<file path="src/rtl/ram_16_pkg.sv">
// Shared constants for the 16x16 register-file RAM.
package ram_16_pkg;
    localparam int RAM_WIDTH = 16;
    localparam int RAM_DEPTH = 16;
    localparam int RAM_AW    = 4;
endpackage

</file>
<file path="src/rtl/ram_16_register16.sv">
// One storage word: load-enabled register with async active-low clear.
import ram_16_pkg::*;

module register16 #(
    parameter int WIDTH = RAM_WIDTH
) (
    output logic [WIDTH-1:0] q,
    input  logic [WIDTH-1:0] d,
    input  logic             load,
    input  logic             clk,
    input  logic             rst_n
);

    always_ff @(posedge clk or negedge rst_n) begin
        if (!rst_n) begin
            q <= '0;
        end else if (load) begin
            q <= d;
        end
    end

endmodule

</file>
<file path="src/rtl/ram_16.sv">
// Word-addressed RAM built from DEPTH registers, one-hot write decode,
// combinational read mux.
import ram_16_pkg::*;

module ram_16 #(
    parameter int WIDTH = RAM_WIDTH,
    parameter int DEPTH = RAM_DEPTH,
    localparam int AW   = $clog2(DEPTH)
) (
    output logic [WIDTH-1:0] out,
    input  logic [WIDTH-1:0] in,
    input  logic [AW-1:0]    addr,
    input  logic             write,
    input  logic             clk,
    input  logic             rst_n
);

    logic [DEPTH-1:0] sel;
    logic [WIDTH-1:0] words [DEPTH];

    // An unknown write enable falls through the if and decodes as no write.
    always_comb begin
        sel = '0;
        if (write) begin
            sel[addr] = 1'b1;
        end
    end

    for (genvar i = 0; i < DEPTH; i++) begin : g_word
        register16 #(
            .WIDTH(WIDTH)
        ) u_word (
            .q    (words[i]),
            .d    (in),
            .load (sel[i]),
            .clk  (clk),
            .rst_n(rst_n)
        );
    end

    assign out = words[addr];

endmodule

</file>
<file path="config.mk">
export PLATFORM = sky130hd
export DESIGN_NAME = ram_16
export DESIGN_NICKNAME = d
export VERILOG_FILES = /design/src/rtl/ram_16_pkg.sv /design/src/rtl/ram_16_register16.sv /design/src/rtl/ram_16.sv
export SDC_FILE = /design/constraint.sdc
export NUM_CORES = 1
export LEC_CHECK = 0
export BUFFER_PORTS_ARGS = -buffer_cell sky130_fd_sc_hd__buf_4
export CELL_PAD_IN_SITES_DETAIL_PLACEMENT = 0
export CELL_PAD_IN_SITES_GLOBAL_PLACEMENT = 1
export CORE_MARGIN = 2
export CORE_UTILIZATION = 40
export CTS_BUF_LIST = sky130_fd_sc_hd__clkbuf_16
export DETAILED_ROUTE_END_ITERATION = 10
export PLACE_DENSITY_LB_ADDON = 0.1
export SLEW_MARGIN = 20
export SYNTH_ARGS = -nofsm -noshare
export SYNTH_HDL_FRONTEND = slang
export SYNTH_SLANG_ARGS = --single-unit
</file>
<file path="constraint.sdc">
create_clock -name clk -period 1.4 [get_ports clk]
set_input_delay 0.14 -clock clk [delete_from_list [all_inputs] [get_ports clk]]
set_output_delay 0.14 -clock clk [all_outputs]
set_load 0.05 [all_outputs]
</file>
==> results of run 1 <==
-- cell usage in the layout, fill, tap and decap left out --
| master | n |
|---|---|
| nand3_2 | 1 |
| diode_2 | 1 |
| mux4_2 | 64 |
| clkinvlp_4 | 1 |
| nor2_2 | 2 |
| clkbuf_16 | 29 |
| clkinv_2 | 6 |
| inv_1 | 5 |
| buf_8 | 4 |
| and2_1 | 1 |
| clkinv_1 | 8 |
| buf_6 | 12 |
| a22oi_2 | 32 |
| dlygate4sd3_1 | 17 |
| nand3b_1 | 1 |
| mux2_4 | 9 |
| nor2_4 | 8 |
| mux2_2 | 234 |
| nand2b_2 | 2 |
| buf_12 | 33 |
| nor3b_4 | 1 |
| nor3_4 | 3 |
| nor2b_2 | 2 |
| nand3b_2 | 1 |
| mux2_1 | 13 |
| nand2_1 | 1 |
| dfrtp_1 | 256 |
| nand2_2 | 4 |
| nand2_4 | 16 |
| buf_4 | 63 |
| bufinv_16 | 3 |
-- metal layers --
layer / global-route usage (%) / wire, um / vias to the layer above / share of wire [%]
li1: - / - / 2864 / -
met1: 27.97 / 13600 / 3577 / 46
met2: 32.71 / 14270 / 83 / 49
met3: 2.559 / 690 / 51 / 2.3
met4: 5.987 / 847 / 0 / 2.9
met5: 0 / 0 / - / 0
-- worst max path at each step --
| stage | depth (start not counted) | slack (ps) | start | end |
|---|---|---|---|---|
| 2_1_floorplan | 6 | -120 | addr[0] | out[13] |
| 3_3_place_gp | 6 | -460 | addr[0] | out[11] |
| 3_5_place_dp | 6 | -470 | addr[0] | out[1] |
| 4_1_cts | 4 | -690 | g_word[3].u_word.q[3] | out[3] |
| 5_1_grt | 4 | -700 | g_word[3].u_word.q[5] | out[5] |
| 6_report | 4 | -630 | g_word[15].u_word.q[8] | out[8] |
-- worst reg2reg max path, delay by kind of cell (launching register included) --
kind / cells / cell delay, ps
buffers and inverters: 1 / 140
DFF: 1 / 380
muxes: 1 / 250
-- what timing repair did --
item,in CTS,in global routing
endpoints found under the hold margin,512,0
endpoints found under the setup margin,16,16
gates resized for setup,19,2
setup buffers,0,3
hold buffers,17,0
pin swaps,20,15
-- per-stage QoR --
| step | hold WS [ps] | area (um^2) | TNS [ps] | setup slack (ps) |
|---|---|---|---|---|
| after floorplan | -155.6 | 12020 | -5869 | -123.0 |
| after CTS | 135.0 | 14460 | -10550 | -690.1 |
| after global routing | 146.2 | 14500 | -10700 | -695.9 |
| after detailed placement | 107.1 | 13320 | -85290 | -466.9 |
| after global placement | 92.69 | 13320 | -81690 | -464.6 |
| final | 117.7 | 14500 | -9706 | -626.6 |
-- kinds of logic after synthesis --
family / after synthesis
multiplexers: 320
buffers and inverters: 56
flip-flops: 256
AO/OA/AOI/OAI: 32
AND/OR/NAND/NOR: 43
-- final cells by class --
class / count / area (um^2)
Antenna cell: 1 / 2.502
Clock buffer: 29 / 725.7
Clock inverter: 23 / 176.4
Fill cell: 2377 / 14130
Multi-Input combinational cell: 395 / 5207
Sequential cell: 256 / 6406
Tap cell: 384 / 480.5
Timing Repair Buffer: 129 / 1499
-- power groups by stage --
stage	Combinational, mW	Sequential [mW]	Clock, mW
2_1_floorplan	3.57	9.76	0
3_3_place_gp	4.53	9.98	0
3_5_place_dp	4.68	10.1	0
4_1_cts	4.85	9.97	7.43
5_1_grt	5.15	10.2	7.75
6_report	4.82	9.96	7.24
==> qor.yml, run 1 <==
status:
  outcome: "finished with violations"
  violations: "setup timing"
setup_path:
  critical_path_class: "flip-flop to output port"
  critPathSlowestCell: "mux4_2"
  arrival_ps: 1890
  path_delay_family: "multiplexers"
  slowest_delay_ps: 540
  end_kind: "output port"
  rr_endpoint: "g_word[3].u_word.q[14]"
  crit_fanout: 2
  path_cells: "mux4_2 > a22oi_2 > nand2_4 > buf_6"
  reg2reg_depth: 2
  rrSetupSlack_ps: 520
  required_ps: 1260
  crit_path_start_kind: "flip-flop"
  crit_buf_inv: 1
  r2r-start: "g_word[3].u_word.q[14]"
final_layout:
  largest_reg_flops: 256
  drive_gt1_share_pct: 63.70
  regMostFlops: "g_word.u_word.q"
  final_cells: 1217
  nets: 834
  area_growth_pct: 25.13
  reg_top3: "g_word.u_word.q (256)"
  post-route-util_pct: 50.65
synthesis:
  synth_compound_gate_area_share_pct: 2.073
  ys_top_cells_by_count: "dfrtp_1, mux2_2, mux4_2"
  synth_edf_count: 0
  synthMuxAreaShare_pct: 37.32
  synth_top_family_by_area: "multiplexers"
  synth_ff_type: "dfrtp_1"
  synth-xor-area-share_pct: 0
  yosysSeqAreaShare_pct: 55.29
  synth_top_cell_by_area: "dfrtp_1"
  synthSimpleGateAreaFrac_pct: 2.538
  synthAdderAreaFrac_pct: 0
  synth_area_leaders: "dfrtp_1, mux2_2, mux4_2"
  synth.most_common_cell: "dfrtp_1"
  avgSynthCellArea_um2: 16.39
  netlist-cell-type-count: 22
  synth_cells: 707
  synth_nets: 730
  async_flop_share_pct: 100.0
  yosysTopAreaCellShare_pct: 55.29
  ys_warn_count: 0
  syn_area_um2: 11590
  synth-seq-cells: 256
route:
  vias_per_cell: 5.403
  ant_nets: 0
  drt-total-wl_mm: 29.42
  drt_iter0_markers: 248
  dr.pass1.iters: 4
  vias: 6575
  avgRoutedWirePerCell_um: 24.17
  route.detailed.drc: 0
power:
  p_int_mw: 16.19
  share_comb_of_total_power_pct: 21.9
  p_leak_nw: 6.126
  p_total_mw: 22.03
  p_per_area_nw_per_um2: 1519
  switching_power_mw: 5.839
  max-vdd-ir-drop_v: 0.0009479
  seqPwrFrac_pct: 45.2
  p_clk_share_pct: 32.9
  swShare_pct: 26.51
min_path:
  holdCritPathClass: "primary input to async pin"
floorplan:
  core-area_um2: 28630
  pin_count: 39
  fp.dieArea_um2: 30340
  die_height_um: 174.2
  rows: 62
  die_x_um: 174.2
  start_util_pct: 40.48
global_routing:
  grt_max_degree: 53
  grt_pass1_wl_mm: 45.94
  grt_antenna_before_repair: 1
  grt_overflow: 0
  grt_usage_pct: 19.97
  grt_pass1_vias: 7424
placed_design:
  dpl.hpwl_mm: 19.81
  place.gp.congestion: 0.7303
  placedCellCount: 1144
  io_buffers: 38
timing:
  period_needed_ps: 2027
  maxSlewViolCount: 0
  finalCritPeriodShare_pct: 144.8
  worst-slew-pin-transition_ps: 458.1
  rsz0062_at_grt: "yes"
  relSlewSlack_pct: 69.46
  hold_violations: 0
  skew_ps: 0
  setup_viol: 16
  fmax_mhz: 493.4
  finalWorstSetupSlack_ps: -626.6
clocking:
  clkTransAtPathRegs_ps: 60
  clock-sinks: 256
  cts.htree.levels: 1
  numCtsBuffers: 29
  cts-root-buf: "clkbuf_16"
  clockBufferDepth: 3
  clk_latency_ps: 540
  cts_tree: "yes"
flow_run:
  drv_cap: 0
No activity file was read; power rests on OpenSTA's default activity.
==> inputs of run 2 (changes only) <==
- CELL_PAD_IN_SITES_DETAIL_PLACEMENT: 0 -> not set
- CELL_PAD_IN_SITES_GLOBAL_PLACEMENT: 1 -> not set
- PLACE_DENSITY_LB_ADDON: 0.1 -> not set
==> qor.yml, run 2 (synthesis results as in run 1) <==
timing:
  maxSlewViolCount: 0
  holdWs_ps: 92.18
  relSlewSlack_pct: 73.44
  hold_violations: 0
  skew_ps: 0
  period_needed_ps: 2025
  rsz0062_at_grt: "yes"
  fmax_mhz: 493.9
  finalWorstSetupSlack_ps: -624.6
  worst-slew-pin-transition_ps: 398.4
  setup_viol: 16
  finalCritPeriodShare_pct: 144.6
final_layout:
  antenna_cells: 0
  regMostFlops: "g_word.u_word.q"
  num-fill-cells: 2337
  reg_top3: "g_word.u_word.q (256)"
  largest_reg_flops: 256
  drive_gt1_share_pct: 64.13
  nets: 843
  layout_commonest_cell: "dfrtp_1"
  final_cell_mix: "dfrtp_1, mux2_2, buf_4"
  final_cells: 1226
  area_growth_pct: 25.67
floorplan:
  rows: 62
  start_util_pct: 40.48
  die_height_um: 174.2
  core-area_um2: 28630
  pin_count: 39
  die_x_um: 174.2
  fp.dieArea_um2: 30340
route:
  avgRoutedWirePerCell_um: 23.09
  route.detailed.drc: 0
  drt_iter0_markers: 291
  dr.pass1.iters: 4
  ant_nets: 0
  drt-total-wl_mm: 28.31
  vias: 6655
  vias_per_cell: 5.428
clocking:
  cts-root-buf: "clkbuf_16"
  numCtsBuffers: 28
  clkTransAtPathRegs_ps: 60
  clockBufferDepth: 3
  clock-sinks: 256
  cts.htree.levels: 1
  clk_latency_ps: 540
  cts_tree: "yes"
setup_path:
  reg2reg_depth: 3
  startpoint: "g_word[7].u_word.q[14]"
  critPathSlowestCell: "mux4_2"
  critical_path_class: "flip-flop to output port"
  r2r-start: "g_word[1].u_word.q[7]"
  end_kind: "output port"
  path_cells: "mux4_2 > a22oi_2 > nand2_4 > buf_8"
  rrSetupSlack_ps: 400
  rr_endpoint: "g_word[1].u_word.q[7]"
  crit_fanout: 2
  arrival_ps: 1880
  required_ps: 1260
  slowest_delay_ps: 490
  crit_path_start_kind: "flip-flop"
  path_delay_family: "multiplexers"
  crit_buf_inv: 1
power:
  p_leak_nw: 6.174
  max-vdd-ir-drop_v: 0.0007638
  p_per_area_nw_per_um2: 1531
placed_design:
  dpl.hpwl_mm: 19.30
  placedCellCount: 1152
  place.gp.congestion: 0.7821
  io_buffers: 38
global_routing:
  grt_pass1_vias: 7472
  grt_max_degree: 49
  grt_overflow: 0
  grt_usage_pct: 19.43
  grt_antenna_before_repair: 0
  grt_pass1_wl_mm: 45.25
flow_run:
  drv_cap: 0
status:
  outcome: "finished with violations"
  violations: "setup timing"
min_path:
  holdCritPathClass: "primary input to async pin"
## run 2: how the worst max path moves through the flow
stage,endpoint,depth (start not counted)
floorplan,out[13],6
global placement,out[14],6
detailed placement,g_word[14].u_word.q[1],6
CTS,out[14],4
global route,out[14],4
finish,out[14],4
## run 2: cell type report
type / instances / area, um^2 / area share (%)
Sequential cell: 256 / 6406 / 44.00
Multi-Input combinational cell: 395 / 5207 / 35.77
Timing Repair Buffer: 139 / 1539 / 10.57
Clock buffer: 29 / 725.7 / 4.984
Tap cell: 384 / 480.5 / 3.300
Clock inverter: 23 / 201.4 / 1.384
## run 2: power breakdown
group	internal, mW	leakage, nW	switching (mW)	total, mW
sequential	9.12	3.14	0.843	9.97
combinational	2.85	2.56	2.07	4.92
clock	4.45	0.473	2.95	7.40
total	16.4	6.17	5.87	22.3
## run 2: repair_timing
item / 4_1_cts / 5_1_grt
pin swaps: 18 / 15
endpoints found under the setup margin: 16 / 16
hold endpoints to repair: 508 / 0
hold buffers: 17 / 0
resized for setup: 20 / 2
setup buffers: 3 / 2
## run 2: per-layer routing
| metal | GRT usage, % | routed length [um] | vias to the layer above |
|---|---|---|---|
| met5 | 0 | 0 | - |
| met4 | 5.707 | 716 | 0 |
| met3 | 2.559 | 976 | 50 |
| met2 | 33.32 | 14210 | 98 |
| met1 | 25.90 | 12410 | 3621 |
| li1 | - | - | 2886 |
## run 2: metrics by stage
step	utilization (%)	worst slack [ps]	area, um^2	power [mW]	TNS, ps
6_report	50.87	-624.6	14560	22.29	-9615
5_1_grt	50.87	-688.6	14560	23.33	-10600
4_1_cts	50.79	-668.5	14540	22.50	-10300
3_5_place_dp	46.61	-378.3	13340	14.84	-57620
3_3_place_gp	46.61	-370.2	13340	14.56	-55450
2_1_floorplan	-	-123.0	12020	13.34	-5869
==> inputs of run 3 (changes only) <==
--- a/constraint.sdc
+++ b/constraint.sdc
@@ -3,2 +3,2 @@
 set_output_delay 0.14 -clock clk [all_outputs]
-set_load 0.05 [all_outputs]
+set_load 0.005 [all_outputs]
==> qor.yml, run 3 (synthesis results as in run 1) <==
global_routing:
  met1_usage_pct: 25.97
  met2_usage_pct: 35.10
  grt_max_degree: 66
  grt_pass1_wl_mm: 45.68
  grt_most_used_layer: "met2"
  grt_antenna_before_repair: 2
  grt_usage_pct: 19.69
  grt_pass1_vias: 7489
  grt_overflow: 0
  grtUsageMet3_pct: 2.340
clocking:
  cts-root-buf: "clkbuf_16"
  cts.htree.levels: 1
  numCtsBuffers: 28
  cts_tree: "yes"
  clkTransAtPathRegs_ps: 60
  clockBufferDepth: 3
  clk_latency_ps: 530
  clock-sinks: 256
route:
  ant_nets: 0
  drt_iter0_markers: 266
  vias_per_cell: 5.358
  dr.pass1.iters: 4
  avgRoutedWirePerCell_um: 23.32
  drt-total-wl_mm: 28.50
  route.detailed.drc: 0
  vias: 6547
min_path:
  holdCritPathClass: "primary input to async pin"
setup_path:
  rrSetupSlack_ps: 510
  arrival_ps: 1920
  crit_path_start_kind: "flip-flop"
  crit_fanout: 2
  r2r-start: "g_word[4].u_word.q[12]"
  end_kind: "output port"
  critical_path_class: "flip-flop to output port"
  rr_endpoint: "g_word[4].u_word.q[12]"
  required_ps: 1260
  reg2reg_depth: 2
timing:
  tns_ps: -9132
  rsz0062_at_grt: "yes"
  fmax_mhz: 484.7
  skew_ps: 0
  worst-slew-pin-transition_ps: 704.3
  relSlewSlack_pct: 52.95
  finalCritPeriodShare_pct: 147.4
  maxSlewViolCount: 0
  holdWs_ps: 71.70
  hold_violations: 0
  setup_viol: 16
  finalWorstSetupSlack_ps: -663.3
  period_needed_ps: 2063
floorplan:
  fp.dieArea_um2: 30340
  rows: 62
  core-area_um2: 28630
  pin_count: 39
  die_x_um: 174.2
  die_height_um: 174.2
  start_util_pct: 40.48
final_layout:
  final_cells: 1222
  nets: 839
  area_growth_pct: 24.32
  largest_reg_flops: 256
  reg_top3: "g_word.u_word.q (256)"
  layout_commonest_cell: "dfrtp_1"
  drive_gt1_share_pct: 62.49
  post-route-util_pct: 50.32
  final_cell_area_um2: 14400
  final_cell_mix: "dfrtp_1, mux2_2, buf_4"
  regMostFlops: "g_word.u_word.q"
status:
  outcome: "finished with violations"
  violations: "setup timing"
placed_design:
  dpl.hpwl_mm: 19.61
  io_buffers: 38
  pre_cts_slack_ps: -502.9
  place_area_um2: 13050
  place.gp.congestion: 0.7897
  placedCellCount: 1150
power:
  p_total_mw: 21.77
  max-vdd-ir-drop_v: 0.0008682
  p_leak_nw: 6.144
  p_per_area_nw_per_um2: 1512
flow_run:
  drv_cap: 0
==> run 3: power by group <==
group          internal [mW]  leakage, nW  switching [mW]
Clock                   4.57        0.482            2.96
Sequential              9.12         3.14           0.850
Combinational           2.69         2.52            1.58
Total                   16.4         6.14            5.39
==> run 3: area by class of cell <==
cell class	instances	area, um^2
antenna	1	2.502
clock buffer	28	700.7
clock inverter	23	250.2
fill	2363	14220
multi-input combinational	395	5085
sequential	256	6406
tap	384	480.5
timing repair buffer	135	1479
==> run 3: worst max-delay path by stage <==
stage | startpoint | endpoint | slack, ps | cells after the start
2_1_floorplan | addr[2] | g_word[9].u_word.q[10] | -70 | 5
3_3_place_gp | addr[0] | out[6] | -520 | 6
3_5_place_dp | addr[0] | out[6] | -500 | 6
4_1_cts | g_word[3].u_word.q[6] | out[6] | -700 | 4
5_1_grt | g_word[3].u_word.q[6] | out[6] | -730 | 4
6_report | g_word[2].u_word.q[0] | out[0] | -660 | 4
==> run 3: timing repair <==
action,4_1_cts,5_1_grt
buffers inserted,3,0
cloned,0,0
resized for setup,33,16
hold buffers,17,0
endpoints found under the setup margin,16,16
hold endpoints to repair,510,0
pin swaps,9,4
==> run 3: layer usage <==
metal  vias up  routed length (um)
li1       2872                   -
met4         2                 448
met3        27                 725
met1      3567               12320
met5         -                   7
met2        79               14990
==> run 3: worst max-delay path, stage by stage (launching register included) <==
cell and delay [ps]:
dfrtp_1 380, mux4_2 490, a22oi_2 260, nand2_1 110
buf_4 150
